**src/rtl/add_sub_multicycle.sv**
```systemverilog
// Multi-cycle two's complement adder/subtractor.
// The operation is latched on start and processed CHUNK bits per cycle,
// LSB slice first, through a single CHUNK-bit adder with a carry register.
// Final result and flags are registered on entry to DONE; optional
// saturation clamps the result on signed overflow.
//
// Handshake: start is sampled only while idle (busy=0); a request seen while
// busy is dropped, never queued. done is a one-cycle pulse that marks Sum and
// the flags as valid; they hold that value until the next done pulse.
module add_sub_multicycle #(
  parameter int WIDTH = 16,
  parameter int CHUNK = 4
) (
  input  logic             clk,
  input  logic             rst_n,
  input  logic             start,
  input  logic [WIDTH-1:0] A,
  input  logic [WIDTH-1:0] B,
  input  logic             sub,
  input  logic             sat,
  output logic             busy,
  output logic             done,
  output logic [WIDTH-1:0] Sum,
  output logic             ovfl,
  output logic             neg,
  output logic             zero,
  output logic             cout,
  output logic [1:0]       state_dbg
);

  localparam int N     = WIDTH / CHUNK;
  localparam int IDX_W = (N > 1) ? $clog2(N) : 1;
  localparam logic [IDX_W-1:0] LAST_IDX = IDX_W'(N - 1);
  localparam logic [WIDTH-1:0] SAT_MAX  = {1'b0, {(WIDTH-1){1'b1}}};
  localparam logic [WIDTH-1:0] SAT_MIN  = {1'b1, {(WIDTH-1){1'b0}}};

  typedef enum logic [1:0] {
    IDLE = 2'd0,
    RUN  = 2'd1,
    DONE = 2'd2
  } state_t;

  state_t state, state_next;

  // Latched operands: b_q already holds B inverted for subtraction, and the
  // carry register is seeded with sub, so RUN only ever adds.
  logic [WIDTH-1:0] a_q;
  logic [WIDTH-1:0] b_q;
  logic             sat_q;
  logic             carry;
  logic [IDX_W-1:0] idx;
  logic [WIDTH-1:0] part;

  logic             accept;
  logic             last;
  logic [31:0]      shamt;
  logic [CHUNK-1:0] slice_a;
  logic [CHUNK-1:0] slice_b;
  logic [CHUNK:0]   slice_sum;
  logic [WIDTH-1:0] raw;
  logic             ovfl_c;
  logic [WIDTH-1:0] sum_c;

  assign accept    = (state == IDLE) && start;
  assign last      = (idx == LAST_IDX);
  assign busy      = (state != IDLE);
  assign done      = (state == DONE);
  assign state_dbg = state;

  // State register
  always_ff @(posedge clk or negedge rst_n) begin
    if (!rst_n) begin
      state <= IDLE;
    end else begin
      state <= state_next;
    end
  end

  // Next-state logic
  always_comb begin
    state_next = state;
    case (state)
      IDLE:    if (start) state_next = RUN;
      RUN:     if (last) state_next = DONE;
      DONE:    state_next = IDLE;
      default: state_next = IDLE;
    endcase
  end

  // Current slice add and the final result/flags it would produce
  always_comb begin
    shamt     = 32'(idx) * 32'(CHUNK);
    slice_a   = CHUNK'(a_q >> shamt);
    slice_b   = CHUNK'(b_q >> shamt);
    slice_sum = {1'b0, slice_a} + {1'b0, slice_b} + {{CHUNK{1'b0}}, carry};
    // part has zeros above the slices already done, so OR-ing places the slice
    raw       = part | (WIDTH'(slice_sum[CHUNK-1:0]) << shamt);
    ovfl_c    = (a_q[WIDTH-1] == b_q[WIDTH-1]) && (raw[WIDTH-1] != a_q[WIDTH-1]);
    sum_c     = raw;
    if (sat_q && ovfl_c) begin
      sum_c = a_q[WIDTH-1] ? SAT_MIN : SAT_MAX;
    end
  end

  // Operand latch, slice accumulation and result/flag registers
  always_ff @(posedge clk or negedge rst_n) begin
    if (!rst_n) begin
      a_q   <= '0;
      b_q   <= '0;
      sat_q <= 1'b0;
      carry <= 1'b0;
      idx   <= '0;
      part  <= '0;
      Sum   <= '0;
      ovfl  <= 1'b0;
      neg   <= 1'b0;
      zero  <= 1'b0;
      cout  <= 1'b0;
    end else if (accept) begin
      a_q   <= A;
      b_q   <= B ^ {WIDTH{sub}};
      sat_q <= sat;
      carry <= sub;
      idx   <= '0;
      part  <= '0;
    end else if (state == RUN) begin
      part  <= raw;
      carry <= slice_sum[CHUNK];
      if (!last) begin
        idx <= idx + 1'b1;
      end else begin
        Sum  <= sum_c;
        ovfl <= ovfl_c;
        neg  <= sum_c[WIDTH-1];
        zero <= (sum_c == '0);
        cout <= slice_sum[CHUNK];
      end
    end
  end

endmodule

```
**config.mk**
```make
export PLATFORM = sky130hd
export DESIGN_NAME = add_sub_multicycle
export DESIGN_NICKNAME = d
export VERILOG_FILES = /design/src/rtl/add_sub_multicycle.sv
export SDC_FILE = /design/constraint.sdc
export NUM_CORES = 1
export LEC_CHECK = 0
export CAP_MARGIN = 10
export CORE_AREA = 2 2 91 111
export DETAILED_ROUTE_END_ITERATION = 8
export DIE_AREA = 0 0 93 113
export PLACE_DENSITY = 0.71
export SYNTH_ARGS = -nofsm -noshare
export SYNTH_HDL_FRONTEND = slang
export SYNTH_SLANG_ARGS = --single-unit
export TNS_END_PERCENT = 50
```
**constraint.sdc**
```tcl
create_clock -name clk -period 3.6 [get_ports clk]
set_input_delay 1.08 -clock clk [delete_from_list [all_inputs] [get_ports clk]]
set_output_delay 1.08 -clock clk [all_outputs]
set_load 0.01 [all_outputs]
```
# [Yosys cells after proc, flatten, opt, wreduce, memory -nomap -nowiden]
# Cells that the tools add are included.
[word_totals] input_bits=37 ff_bits=74 output_inout_bits=24
[classes] n_reduce_logical=10 mux=12 bitwise_logic=3 n_shift=3 n_addsub=3 n_eq_ne=8
[op_table] operator="$mux W16" count=4
[op_table] operator="$shr A16 B4 Y4" count=2
[op_table] operator="$logic_not A16 Y1" count=1
[op_table] operator="$or A16 B16 Y16" count=1
[op_table] operator="$shl A4 B4 Y16" count=1
[op_table] operator="$xor A16 B16 Y16" count=1
[op_table] operator="$mux W2" count=5
[op_table] operator="$ne A2 B2 Y1 const B" count=3
[op_table] operator="$add A4 B4 Y5" count=1
[op_table] operator="$add A5 B1 Y5" count=1
[op_table] operator="$eq A2 B2 Y1 const B" count=2
[op_table] operator="$pmux W2 S2" count=1
[op_table] operator="$reduce_and A2 Y1" count=2
[op_table] operator="$reduce_bool A2 Y1" count=2
[op_table] operator="$logic_and A1 B1 Y1" count=3
[op_table] operator="$reduce_and A3 Y1" count=1
[op_table] operator="$add A2 B1 Y2 const B" count=1
[op_table] operator="$eq A2 B1 Y1 const B" count=1
[op_table] operator="$logic_not A2 Y1" count=1
[op_table] operator="$mux W1" count=2
[op_table] operator="$eq A1 B1 Y1" count=1
[op_table] operator="$ne A1 B1 Y1" count=1
[op_table] operator="$not A1 Y1" count=1

# [Logic depth before layout (Yosys ltp)]
[logic_depth] depth_word=10 mapped_depth=10

# [Least setup slack after synthesis]
# OpenSTA, ideal clock, no wires.
[synth_path] kind="reg2reg" startpoint="register idx[0]" endpoint="register Sum[3]" required_time_ns=3.474 slack_ns=0.745 arrival_time_ns=2.729 path_stages_with_launch=10 setup_ns=0.126 path_buffers=3 path_cell_list="dfrtp_1 buf_4 buf_2 mux4_2 fa_1 a21o_1 buf_6 mux2i_1 o31a_1 a221o_1"
[synth_via] elab_chain_cells=9 elab_cells_between_ends=12 cone_classes="add/sub: 2; eq/ne: 2; shift: 3; mux: 1; bitwise: 1; reduce/logical: 3"
[synth_rtl] element="start: declaration" line_no="51" source="logic [IDX_W-1:0] idx;"
[synth_rtl] element="start signal: assignment" line_no="130" source="idx <= idx + 1'b1;"
[synth_rtl] element="$shr A16 B4 Y4, on equally long branches" line_no="93, 94"
[synth_rtl] element="$add A4 B4 Y5" line_no="95" source="slice_sum = {1'b0, slice_a} + {1'b0, slice_b} + {{CHUNK{1'b0}}, carry};"
[synth_rtl] element="$add A5 B1 Y5" line_no="95"
[synth_rtl] element="$shl A4 B4 Y16" line_no="97" source="raw = part | (WIDTH'(slice_sum[CHUNK-1:0]) << shamt);"
[synth_rtl] element="$or A16 B16 Y16" line_no="97"
[synth_rtl] element="$ne A1 B1 Y1" line_no="98" source="ovfl_c = (a_q[WIDTH-1] == b_q[WIDTH-1]) && (raw[WIDTH-1] != a_q[WIDTH-1]);"
[synth_rtl] element="$logic_and A1 B1 Y1" line_no="98"
[synth_rtl] element="$logic_and A1 B1 Y1" line_no="100" source="if (sat_q && ovfl_c) begin"
[synth_rtl] element="$mux W16" line_no="100"
[synth_rtl] element="end signal: assignment" line_no="132" source="Sum <= sum_c;"
[synth_rtl] element="end: declaration" line_no="23" source="output logic [WIDTH-1:0] Sum,"
# Several ways; a longest one is shown, not always the timed one.
# A chain may end at the register's enable or synchronous reset.

# [Final worst setup path]
[layout_path] startpoint="register idx[0]" endpoint="register Sum[0]"
# The elaborated chain is that of the path after synthesis.

==> reports/metrics.yaml <==
run_status:
  status: "finished clean"
setup_path:
  worstPathRequired_ns: 3.77
  cp_data_arrival_time_ns: 3.29
  start_kind: "flop"
  cp-end-kind: "flop"
  r2r_cells: 7
  worst-setup-path-type: "flop to flop"
  cp_max_fo: 15
drt:
  totalWireLength_um: 8280
  drt_iter0_markers: 122
  antenna_left: 0
  drcViolationCount: 0
  routed_via_density: 5.17
  firstDrtPassIters: 4
  avgRoutedWirePerCell_um: 14.9
  vias: 2867
hold_path:
  holdPathStages: 2
  hp-class: "flop to flop"
placement:
  hpwlAfterDp_um: 6110
  portBuffers: 60
  dp.cells: 540
  placed_cell_area_um2: 4370
  gp_congestion: 0.851
sta:
  rsz0062_at_grt: "false"
  layout_min_cycle_time_ns: 3.12
  timing.final.crit_share_pct: 86.7
  max_slew_margin_pct: 40.2
  skew_ns: 0.00642
  report.final.hold_viol_count: 0
  setup_tns_ns: 0
  max_freq_mhz: 320
  finalMaxSlewViolations: 0
  finalSetupViolCount: 0
  worst_pin_slew_ns: 0.894
synth:
  postSynthCellCount: 374
  yosys-mux-area-fraction_pct: 5.52
  syn_area_um2: 3700
  synth_compound_area_share_pct: 15.6
  yosysTopAreaCell: "dfrtp_1"
  synth.distinct_cells: 52
  yosys-top-cells-area: "dfrtp_1, nand2_1, mux4_2, xnor2_1, a21oi_1"
  async_flop_share_pct: 100
  synth_top_family_by_area: "simple AND/OR/NAND/NOR gates"
  synthFlopType: "dfrtp_1"
  synth_xor_area_share_pct: 4.50
  yosys_warnings: 0
  syn_avg_cell_area_um2: 9.89
  synth_nets: 417
  synth_top_area_share_pct: 49.4
  synth_edf_count: 0
  synthAdderAreaFrac_pct: 2.44
  synth-simple-area-share_pct: 17.8
  ys_seq_elements: 73
  ys_seq_area_share_pct: 49.4
grt:
  grt_pass1_vias: 2845
  grt_pass1_wl_um: 13700
  grt_max_degree: 41
  overflow: 0
  grt.total_usage_pct: 16.9
  grt_antenna_before_repair: 0
floorplanning:
  die_w_um: 93
  die_h_um: 113
  dieArea_um2: 10500
  ios: 61
  core_area_um2: 9370
  initial_core_util_pct: 39.5
  row_count: 39
clocking:
  cts.repair.resized: 0
  clockBufferDepth: 2
  cts_root_buf: "clkbuf_16"
  clk_transition_reported_paths_ns: 0.05
  clock-sinks: 73
  cts_tree: "yes"
  clk_latency_ns: 0.33
  cts_made_buffers: 9
  htree_levels: 3
  post-cts-setup-buffers: 0
  hold_buffers: 0
pwr:
  ir_drop_uv: 543
  p_per_area_nw_per_um2: 1000
  p_leak_nw: 2.04
finish:
  instances_no_fill: 555
  area_growth_pct: 25.3
  final_common_cell: "nand2_1"
  diodes: 0
  drive_gt1_share_pct: 10.2
  fin_area_um2: 4630
  fin_nets: 471
  final_cell_mix: "nand2_1, dfrtp_1, clkdlybuf4s50_1"
  fill_cells: 868
run:
  cap_violations: 0
==> state kept, by name, indices dropped and copies added, names as in the netlist <==
name,cells
Sum,16
a_q,16
b_q,16
part,16
idx,2
state_dbg,2
carry,1
cout,1
ovfl,1
sat_q,1
zero,1
==> layer usage <==
metal / global-route usage (%) / vias to the layer above / wire, µm
met2: 28.9 / 70 / 4340
met1: 20.4 / 1386 / 3400
met5: 0 / - / 0
met4: 8.33 / 0 / 238
li1: - / 1394 / -
met3: 3.00 / 17 / 298
==> cell usage after synthesis, drive strengths merged, types with 2 or more instances <==
| library cell | number |
|---|---|
| o311ai | 3 |
| nor2b | 6 |
| nand2b | 7 |
| nand4b | 2 |
| nor2 | 29 |
| mux2i | 2 |
| ha | 4 |
| a21oi | 25 |
| inv | 8 |
| a211o | 2 |
| clkbuf | 7 |
| nor4 | 4 |
| nand2 | 89 |
| nor3 | 3 |
| a21boi | 3 |
| a21o | 3 |
| o211ai | 12 |
| a221o | 3 |
| a31oi | 4 |
| o21ai | 23 |
| mux4 | 8 |
| dfrtp | 73 |
| buf | 17 |
| xnor2 | 18 |
| fa | 2 |
==> logic make-up (layout without fill, tap and decap cells) <==
kind of cell	after synthesis	count (layout)
AO/OA/AOI/OAI	86	86
adder cells (fa/ha/maj)	6	6
XOR/XNOR	19	19
flip-flops	73	73
AND/OR/NAND/NOR	148	148
multiplexers	10	10
buffers and inverters	32	90
==> critical path, cell delays in order, from the launching register on <==
cell and delay [ns]:
dfrtp_1 0.60, buf_4 0.30, mux4_2 0.54, ha_1 0.31, a21o_1 0.28, mux2i_2 0.24, o21ai_2 0.49, o211ai_1 0.17
==> cell type report <==
class	instances	area (µm²)	area share (%)
tap	123	154	3.32
clock inverter	4	20.0	0.432
multi-input combinational	269	1700	36.7
inverter	8	30.0	0.648
timing repair buffer	67	661	14.3
clock buffer	11	243	5.24
sequential	73	1830	39.4
==> where the power goes <==
group | leakage [nW] | switching [mW] | internal [mW]
registers | 0.932 | 0.299 | 1.18
logic | 0.973 | 1.32 | 1.06
clock network | 0.135 | 0.317 | 0.476
==> metrics by stage <==
stage | hold WS [ns] | worst slack, ns | total power [mW] | utilization, %
2_1_floorplan | 0.440 | 0.745 | 3.19 | -
3_3_place_gp | 0.460 | 0.564 | 3.79 | 46.6
3_5_place_dp | 0.465 | 0.474 | 3.86 | 46.6
4_1_cts | 0.478 | 0.452 | 4.68 | 49.5
5_1_grt | 0.505 | 0.307 | 5.01 | 49.5
6_report | 0.479 | 0.479 | 4.65 | 49.5
==> worst paths after layout <==
path                       slack (ns)    start      end
hold reg to reg                  0.48  a_q[14]  a_q[14]
min in group asynchronous        0.82    rst_n  a_q[15]
hold / removal                   0.48  a_q[14]  a_q[14]
setup / recovery                 0.48   idx[0]   Sum[0]
setup reg to reg                 0.48   idx[0]   Sum[0]
max in group asynchronous        2.09    rst_n  part[4]
No activity file was read; power rests on OpenSTA's default activity.
